`config.mk`:
```
export PLATFORM = sky130hd
export DESIGN_NAME = half_band_dec_mc
export DESIGN_NICKNAME = d
export VERILOG_FILES = /design/src/rtl/half_band_dec_mc.sv
export SDC_FILE = /design/constraint.sdc
export NUM_CORES = 1
export LEC_CHECK = 0
export CORE_MARGIN = 5
export CORE_UTILIZATION = 56
export CTS_CLUSTER_DIAMETER = 60
export CTS_CLUSTER_SIZE = 28
export DETAILED_ROUTE_END_ITERATION = 8
export MAX_ROUTING_LAYER = met4
export PLACE_DENSITY = 0.76
export SYNTH_ARGS = -nofsm -noshare
export SYNTH_HDL_FRONTEND = slang
export SYNTH_SLANG_ARGS = --single-unit
```
`constraint.sdc`:
```
create_clock -name clk -period 3.3 [get_ports clk]
set_clock_uncertainty 0.1 [all_clocks]
set_input_delay 0.33 -clock clk [delete_from_list [all_inputs] [get_ports clk]]
set_output_delay 0.33 -clock clk [all_outputs]
set_load 0.03 [all_outputs]
```
`src/rtl/half_band_dec_mc.sv`:
```
// Multi-channel half-band FIR (-1,0,9,16,9,0,-1)/16 with 2:1 decimation on a channel-interleaved stream.
// Optional sticky saturation flag output enabled by defining HALF_BAND_DEC_SAT_FLAG_EN.
module half_band_dec_mc #(
    parameter int DW  = 16,
    parameter int NCH = 2,
    parameter int CW  = 3
) (
    input  logic          clk,
    input  logic          rst,
    input  logic [DW-1:0] din,
    input  logic          din_valid,
    input  logic          din_first,
    output logic [DW:0]   dout,
    output logic          dout_valid,
    output logic [CW-1:0] dout_ch
`ifdef HALF_BAND_DEC_SAT_FLAG_EN
    ,
    output logic          sat_flag
`endif
);

    localparam int AW  = DW + 6;
    localparam int CHW = (NCH > 1) ? $clog2(NCH) : 1;
    localparam logic [CW-1:0]        LAST_CH = CW'(NCH - 1);
    localparam logic signed [AW-1:0] Y_MAX   = AW'((2 ** DW) - 1);
    localparam logic signed [AW-1:0] Y_MIN   = -Y_MAX - 1;

    function automatic logic signed [AW-1:0] sext(input logic [DW-1:0] v);
        return {{(AW - DW){v[DW-1]}}, v};
    endfunction

    logic [CW-1:0]  ch_cnt;
    logic [CW-1:0]  ch_sel;
    logic [CHW-1:0] ch_idx;
    logic           phase;
    logic           wrap;

    // din itself is x[n]; the array holds x[n-1]..x[n-6] per channel.
    logic signed [DW-1:0] hist [NCH][6];

    logic                 v1, v2, v3, v4;
    logic [CW-1:0]        c1, c2, c3, c4;
    logic signed [AW-1:0] s1_a, s1_b, s1_c;
    logic signed [AW-1:0] s2_a8, s2_b9, s2_c16;
    logic signed [AW-1:0] s3_acc;
    logic signed [AW-1:0] y_full;
    logic [DW:0]          y_sat;
    logic                 y_is_sat;
    logic [DW:0]          s4_y;
    logic                 s4_sat;

    assign ch_sel = din_first ? '0 : ch_cnt;
    assign ch_idx = ch_sel[CHW-1:0];
    assign wrap   = (ch_sel == LAST_CH);

    // A resync sample is channel 0 and never the last channel, so phase only moves on a real wrap.
    always_ff @(posedge clk) begin
        if (rst) begin
            ch_cnt <= '0;
            phase  <= 1'b0;
        end else if (din_valid) begin
            ch_cnt <= wrap ? '0 : ch_sel + CW'(1);
            if (wrap) begin
                phase <= ~phase;
            end
        end
    end

    // NOTE: history must restart from zero after rst, so the storage carries a reset and maps to flops, not RAM.
    always_ff @(posedge clk) begin
        if (rst) begin
            for (int c = 0; c < NCH; c++) begin
                for (int k = 0; k < 6; k++) begin
                    hist[c][k] <= '0;
                end
            end
        end else if (din_valid) begin
            hist[ch_idx][0] <= din;
            for (int k = 1; k < 6; k++) begin
                hist[ch_idx][k] <= hist[ch_idx][k-1];
            end
        end
    end

    always_ff @(posedge clk) begin
        if (rst) begin
            v1 <= 1'b0;
            v2 <= 1'b0;
            v3 <= 1'b0;
            v4 <= 1'b0;
        end else begin
            v1 <= din_valid & phase;
            v2 <= v1;
            v3 <= v2;
            v4 <= v3;
        end
    end

    // NOTE: datapath registers carry no reset; the valid chain alone decides what reaches dout.
    always_ff @(posedge clk) begin
        c1     <= ch_sel;
        s1_a   <= -sext(din) - sext(hist[ch_idx][5]);
        s1_b   <= sext(hist[ch_idx][1]) + sext(hist[ch_idx][3]);
        s1_c   <= sext(hist[ch_idx][2]);
        c2     <= c1;
        s2_a8  <= s1_a + AW'(8);
        s2_b9  <= (s1_b <<< 3) + s1_b;
        s2_c16 <= s1_c <<< 4;
        c3     <= c2;
        s3_acc <= s2_a8 + s2_b9 + s2_c16;
        c4     <= c3;
        s4_y   <= y_sat;
        s4_sat <= y_is_sat;
    end

    always_comb begin
        y_full   = s3_acc >>> 4;
        y_sat    = y_full[DW:0];
        y_is_sat = 1'b0;
        if (y_full > Y_MAX) begin
            y_sat    = Y_MAX[DW:0];
            y_is_sat = 1'b1;
        end else if (y_full < Y_MIN) begin
            y_sat    = Y_MIN[DW:0];
            y_is_sat = 1'b1;
        end
    end

    always_ff @(posedge clk) begin
        if (rst) begin
            dout       <= '0;
            dout_valid <= 1'b0;
            dout_ch    <= '0;
        end else begin
            dout_valid <= v4;
            if (v4) begin
                dout    <= s4_y;
                dout_ch <= c4;
            end
        end
    end

`ifdef HALF_BAND_DEC_SAT_FLAG_EN
    always_ff @(posedge clk) begin
        if (rst) begin
            sat_flag <= 1'b0;
        end else if (v4 && s4_sat) begin
            sat_flag <= 1'b1;
        end
    end
`endif

endmodule

```
; Yosys cells after proc, flatten, opt, wreduce, memory -nomap -nowiden
; Memories as Yosys holds them, arrays and structs flattened.
; Index checks and enable logic that the tools add are counted.
[classes]
eq_ne = 1
bitwise_logic = 2
reduce_logical = 2
addsub = 8
muxes = 11
magnitude_cmp = 2
[op_table]
columns = cell, n
row1 = two-way mux 96 bit, 1
row2 = OR reduction 96 bit, 1
row3 = adder 22 x 20 -> 22 bit, 1
row4 = adder 22 bit, 1
row5 = adder 22 x 5 -> 22 bit (second input constant), 1
row6 = negator 16 -> 22 bit, 1
row7 = subtractor 22 x 16 -> 22 bit, 1
row8 = adder 20 x 17 -> 21 bit, 1
row9 = greater-than comparator 18 x 17 -> 1 bit (second input constant), 1
row10 = < comparator 18 x 17 -> 1 bit (second input constant), 1
row11 = adder 16 x 16 -> 17 bit, 1
row12 = two-way mux 17 bit, 1
row13 = two-way mux 1 bit, 7
row14 = two-way mux 3 bit, 2
row15 = adder 3 x 1 -> 3 bit (second input constant), 1
row16 = equality test 3 x 1 -> 1 bit (second input constant), 1
row17 = AND reduction 2 bit, 1
row18 = AND 1 bit, 1
row19 = inverter 1 bit, 1
[word_totals]
ff_bits = 195
output_inout_bits = 21
inputBits = 20
n_memories = 1
word_cells = 48
ram_bits = 192
[mem_list]
columns = name, depth, word_bits, read_ports, rd_clocked_by_memory_dff, write_ports, line
row1 = hist, 2, 96, 1, 0, 2, 39  ; logic signed [DW-1:0] hist [NCH][6];

; Longest topological paths before layout
[depth]
depth_word = 5
depth_mapped = 17
ltp_nobuf = 14

; Worst setup path before layout
; No wires, ideal clock.
[synth_path]
kind = in2reg
start = input din_first
end = register s1_a[17]
setup_slack_ns = 0.101
setup_ns = 0.115
path_stages = 17
t_required_ns = 3.085
arrival_time_ns = 2.983
path_buffers = 3
cell_sequence = nand2b_1 -> buf_2 -> inv_2 -> buf_1 -> buf_1 -> nand2_1 -> nand2_1 -> ha_1 -> inv_1 -> ha_1 -> fa_1 -> a21oi_1 -> o211ai_1 -> nand3_1 -> a21oi_1 -> o21bai_1 -> a21bo_2
[synth_via]
elab_chain_len = 3
[synth_rtl]
columns = element, line
row1 = from (decl), 12  ; input logic din_first,
row2 = two-way mux 3 bit, 52  ; assign ch_sel = din_first ? '0 : ch_cnt;
row3 = named net ch_sel[0], 33  ; logic [CW-1:0] ch_sel;
row4 = memory (2 x 96 bit), --
row5 = subtractor 22 x 16 -> 22 bit, 102  ; s1_a <= -sext(din) - sext(hist[ch_idx][5]);
row6 = to (signal assigned), 102
row7 = to (decl), 43  ; logic signed [AW-1:0] s1_a, s1_b, s1_c;
; The timed path passes the listed nets, and every way through them passes these cells.
; A chain may end at the register's enable or synchronous reset.

; Worst setup path after layout
[layout_path]
start = register ch_cnt[0]
end = register s1_a[14]
[layout_via]
elab_chain_len = 3
[layout_rtl]
columns = element, line
row1 = from (decl), 32  ; logic [CW-1:0] ch_cnt;
row2 = from (signal assigned), 62  ; ch_cnt <= wrap ? '0 : ch_sel + CW'(1);
row3 = two-way mux 3 bit, 52
row4 = memory (2 x 96 bit), --
row5 = subtractor 22 x 16 -> 22 bit, 102
; Every way passes these cells.

==> reports/results.tsv <==
stage	metric	value	unit
run_status	status	complete, no violations	
pwr	maximum VDD drop	0.447	mV
clock_tree	TritonCTS clock tree	done	
clock_tree	root buf cell	clkbuf_16	
sta	Fin. Hold Viols	0	
pwr	Switching Fraction	0.332	
placed_design	placed cells	1884	
placed_design	placed cell areas	17800	um^2
pwr	Power Internal	0.00992	W
pwr	clock share of power	0.242	
logic_synthesis	sequential area share after synthesis	0.584	
sta	Period Utilization, post-route	0.928	
logic_synthesis	#FFs+latches synth	382	
grt	initial antenna violation count	1	
detailed_routing	routed len/inst	16.1	um
placed_design	Final HPWL DP	21900	um
detailed_routing	drc violations	0	
layout	area of the multi-input gates	6440	um^2
sta	RSZ-0062 raised after global routing	false	
logic_synthesis	adder-cell area share of the yosys netlist	0.0909	
grt	number of global-route vias before repair	10500	
clock_tree	post-cts resize count	0	
sta	fmax	326	MHz
pwr	total power	0.0149	W
sta	Final min period	3.06	ns
pwr	pwr/cell area	793	nW/um^2
worst_setup_path	Crit path arrival time	3.39	ns
worst_setup_path	CP max stage cell	or4_1	
worst_setup_path	crit path max fanout	7	
detailed_routing	Post-Route WL	31200	um
logic_synthesis	combinational family with the most area after synthesis	simple AND/OR/NAND/NOR gates	
sta	Slew Limit Fails	0	
logic_synthesis	Compound-Gate Fraction of Synth Area	0.0898	
layout	Area Growth Syn to Fin	14.4	%
worst_setup_path	crit end category	register	
pwr	Flop pwr share	0.428	
sta	final setup fails	0	
detailed_routing	via-per-instance ratio	5.42	
floorplan	core footprint	28800	um^2
floorplan	num ports	41	
logic_synthesis	Yosys Warn Count	0	
clock_tree	Num CTS Buffers	25	
logic_synthesis	syn nets	1552	
detailed_routing	Vias	10500	
grt	global route overflow	0	
clock_tree	H-tree levels	1	
logic_synthesis	Post-Synth XOR/XNOR Area	0.0385	
logic_synthesis	synthesized area	16400	um^2
logic_synthesis	Yosys cell types	67	
layout	register area	9570	um^2
layout	n_diodes	0	
pwr	NetSw	0.00494	W
detailed_routing	Final ANT Viol Nets	0	
clock_tree	setup bufs post-CTS	0	
logic_synthesis	Post-Synth Simple-Gate Area	0.150	
sta	slew at the pin closest to its max-slew limit	1.14	ns
placed_design	PortBufs	40	
worst_setup_path	CP Data Required Time	3.63	ns
clock_tree	hold_buf cts	0	
grt	pin count of the biggest net entering global routing	82	
floorplan	die width	181	um
logic_synthesis	EDFF count, synth	192	
floorplan	Starting Density	0.569	
floorplan	Die H	181	um
clock_tree	clk_lat worst skew	0.56	ns
clock_tree	clk sinks	382	
logic_synthesis	FFs w/ async S/R, synth	0	
grt	Tot GR Track Use	0.195	
worst_setup_path	CP peak stage delay	0.51	ns
worst_setup_path	Crit Path Category	reg2reg	
hold_path	Hold Path Class	reg2reg	
layout	Final nets	1654	
logic_synthesis	Cells after Synth	1425	
layout	most common cell after layout, fill and taps aside	edfxtp_1	
grt	first-pass GRT wire length	51200	um
logic_synthesis	mux contribution to synthesized area	0.0226	
clock_tree	Max Root-Sink Buffers	3	
layout	Layout Cells excl Fill	1930	
worst_setup_path	crit path cell chain	nand2b_2, inv_2, buf_4, mux2i_1, ha_1, ha_1, or4_1, o21ai_1, a211oi_2, o31ai_1, mux2i_1, nand2_1	
layout	share of cells above drive strength 1	0.102	
clock_tree	clk slew on worst S/H paths	0.09	ns
sta	Slew HR	0.237	
floorplan	std cell rows	62	
logic_synthesis	Primary FF master, synth	edfxtp_1	
layout	fill count	2117	
layout	post-route cell area	18700	um^2
pwr	leakage	8.01	nW
flow_run	Max-Cap Viols	0	
worst_setup_path	crit path launch type	register	
layout	most frequent cells in the layout	edfxtp_1, nand2_1, dfxtp_1	
detailed_routing	initial DRC count	734	
sta	Setup TNS Final	0	ns
placed_design	routability congestion estimate	0.902	
detailed_routing	DR pass1 iterations	5	
floorplan	die outline area	32800	um^2
pwr	combinational share of power	0.330	
logic_synthesis	Avg Synthesized Cell Area	11.5	um^2
routing by layer:
layer | up-vias | GRT usage | routed length [um]
li1 | 5147 | - | -
met1 | 4997 | 0.256 | 13700
met2 | 263 | 0.322 | 15000
met3 | 52 | 0.0304 | 1840
met4 | 0 | 0.0483 | 632
met5 | - | - | 0
worst paths after layout:
| path | slack, ns | cells past startpoint | start | endpoint |
|---|---|---|---|---|
| setup reg to reg | 0.24 | 12 | ch_cnt[0]$_SDFFE_PP0P_ | s1_a[14]$_DFF_P_ |
| hold reg to reg | 0.22 | 0 | s1_c[11]$_DFF_P_ | s2_c16[15]$_DFF_P_ |
| setup / recovery | 0.24 | 12 | ch_cnt[0]$_SDFFE_PP0P_ | s1_a[14]$_DFF_P_ |
| hold / removal | 0.22 | 0 | s1_c[11]$_DFF_P_ | s2_c16[15]$_DFF_P_ |
final cells by class:
type	instances	area share
well taps	384	0.0256
multi-input cells	940	0.344
repair buffers	125	0.0574
clock buffers	30	0.0389
flip-flops and latches	382	0.510
clock inverters	16	0.0133
inverters	53	0.0106
cell families after synthesis:
kind of cell    count (synthesis)
flops                         382
simple gates                  509
fa+ha+maj                     107
xor+xnor                       72
compound gates                215
buf+inv                       103
mux                            37
per-stage QoR:
| stage | hold WS (ns) | setup slack (ns) | util |
|---|---|---|---|
| 6_report | 0.223 | 0.237 | 0.651 |
| 5_1_grt | 0.222 | 0.0608 | 0.651 |
| 4_1_cts | 0.223 | 0.242 | 0.651 |
| 3_5_place_dp | 0.212 | -0.212 | 0.617 |
| 3_3_place_gp | 0.210 | -0.115 | 0.617 |
| 2_1_floorplan | 0.210 | 0.101 | - |
critical path: cells and delay by family, from the launching register on:
family | cells | cell delay, ns
buffers and inverters | 2 | 0.32
muxes | 2 | 0.45
adders and majority gates | 2 | 0.47
AOI/OAI and AO/OA | 3 | 0.52
DFF | 1 | 0.39
and+or+nand+nor | 3 | 0.68
power groups by stage:
stage / Clock (W) / Sequential (W) / Combinational, W
final: 0.00360 / 0.00636 / 0.00490
after global routing: 0.00388 / 0.00648 / 0.00554
after CTS: 0.00368 / 0.00637 / 0.00489
after detailed placement: 0 / 0.00648 / 0.00484
after global placement: 0 / 0.00645 / 0.00468
after floorplan: 0 / 0.00631 / 0.00383
synth_stat cells (7+ instances only):
| cell | n | area [um^2] |
|---|---|---|
| a211oi_1 | 7 | 52.6 |
| a21o_1 | 48 | 360 |
| a21oi_1 | 51 | 255 |
| and2_1 | 85 | 532 |
| and3_1 | 11 | 68.8 |
| buf_1 | 9 | 33.8 |
| clkbuf_1 | 37 | 139 |
| dfxtp_1 | 190 | 3800 |
| edfxtp_1 | 192 | 5770 |
| fa_1 | 20 | 400 |
| ha_1 | 87 | 1090 |
| inv_1 | 52 | 195 |
| mux2i_1 | 37 | 370 |
| nand2_1 | 191 | 717 |
| nand2b_1 | 7 | 43.8 |
| nand3_1 | 17 | 85.1 |
| nand4_1 | 8 | 50.1 |
| nor2_1 | 73 | 274 |
| nor2b_1 | 60 | 375 |
| nor3_1 | 41 | 205 |
| o21a_1 | 9 | 67.6 |
| o21ai_0 | 42 | 210 |
| xnor2_1 | 54 | 473 |
| xor2_1 | 18 | 158 |
sequential cells by signal, indices dropped and copies added, names as in the netlist, 16 cells and up:
name,cells
dout,17
hist,192
s1_a,22
s1_b,17
s1_c,16
s2_a8,22
s2_b9,21
s2_c16,16
s3_acc,18
s4_y,17
Note: power is estimated with default switching activity, not from simulation.
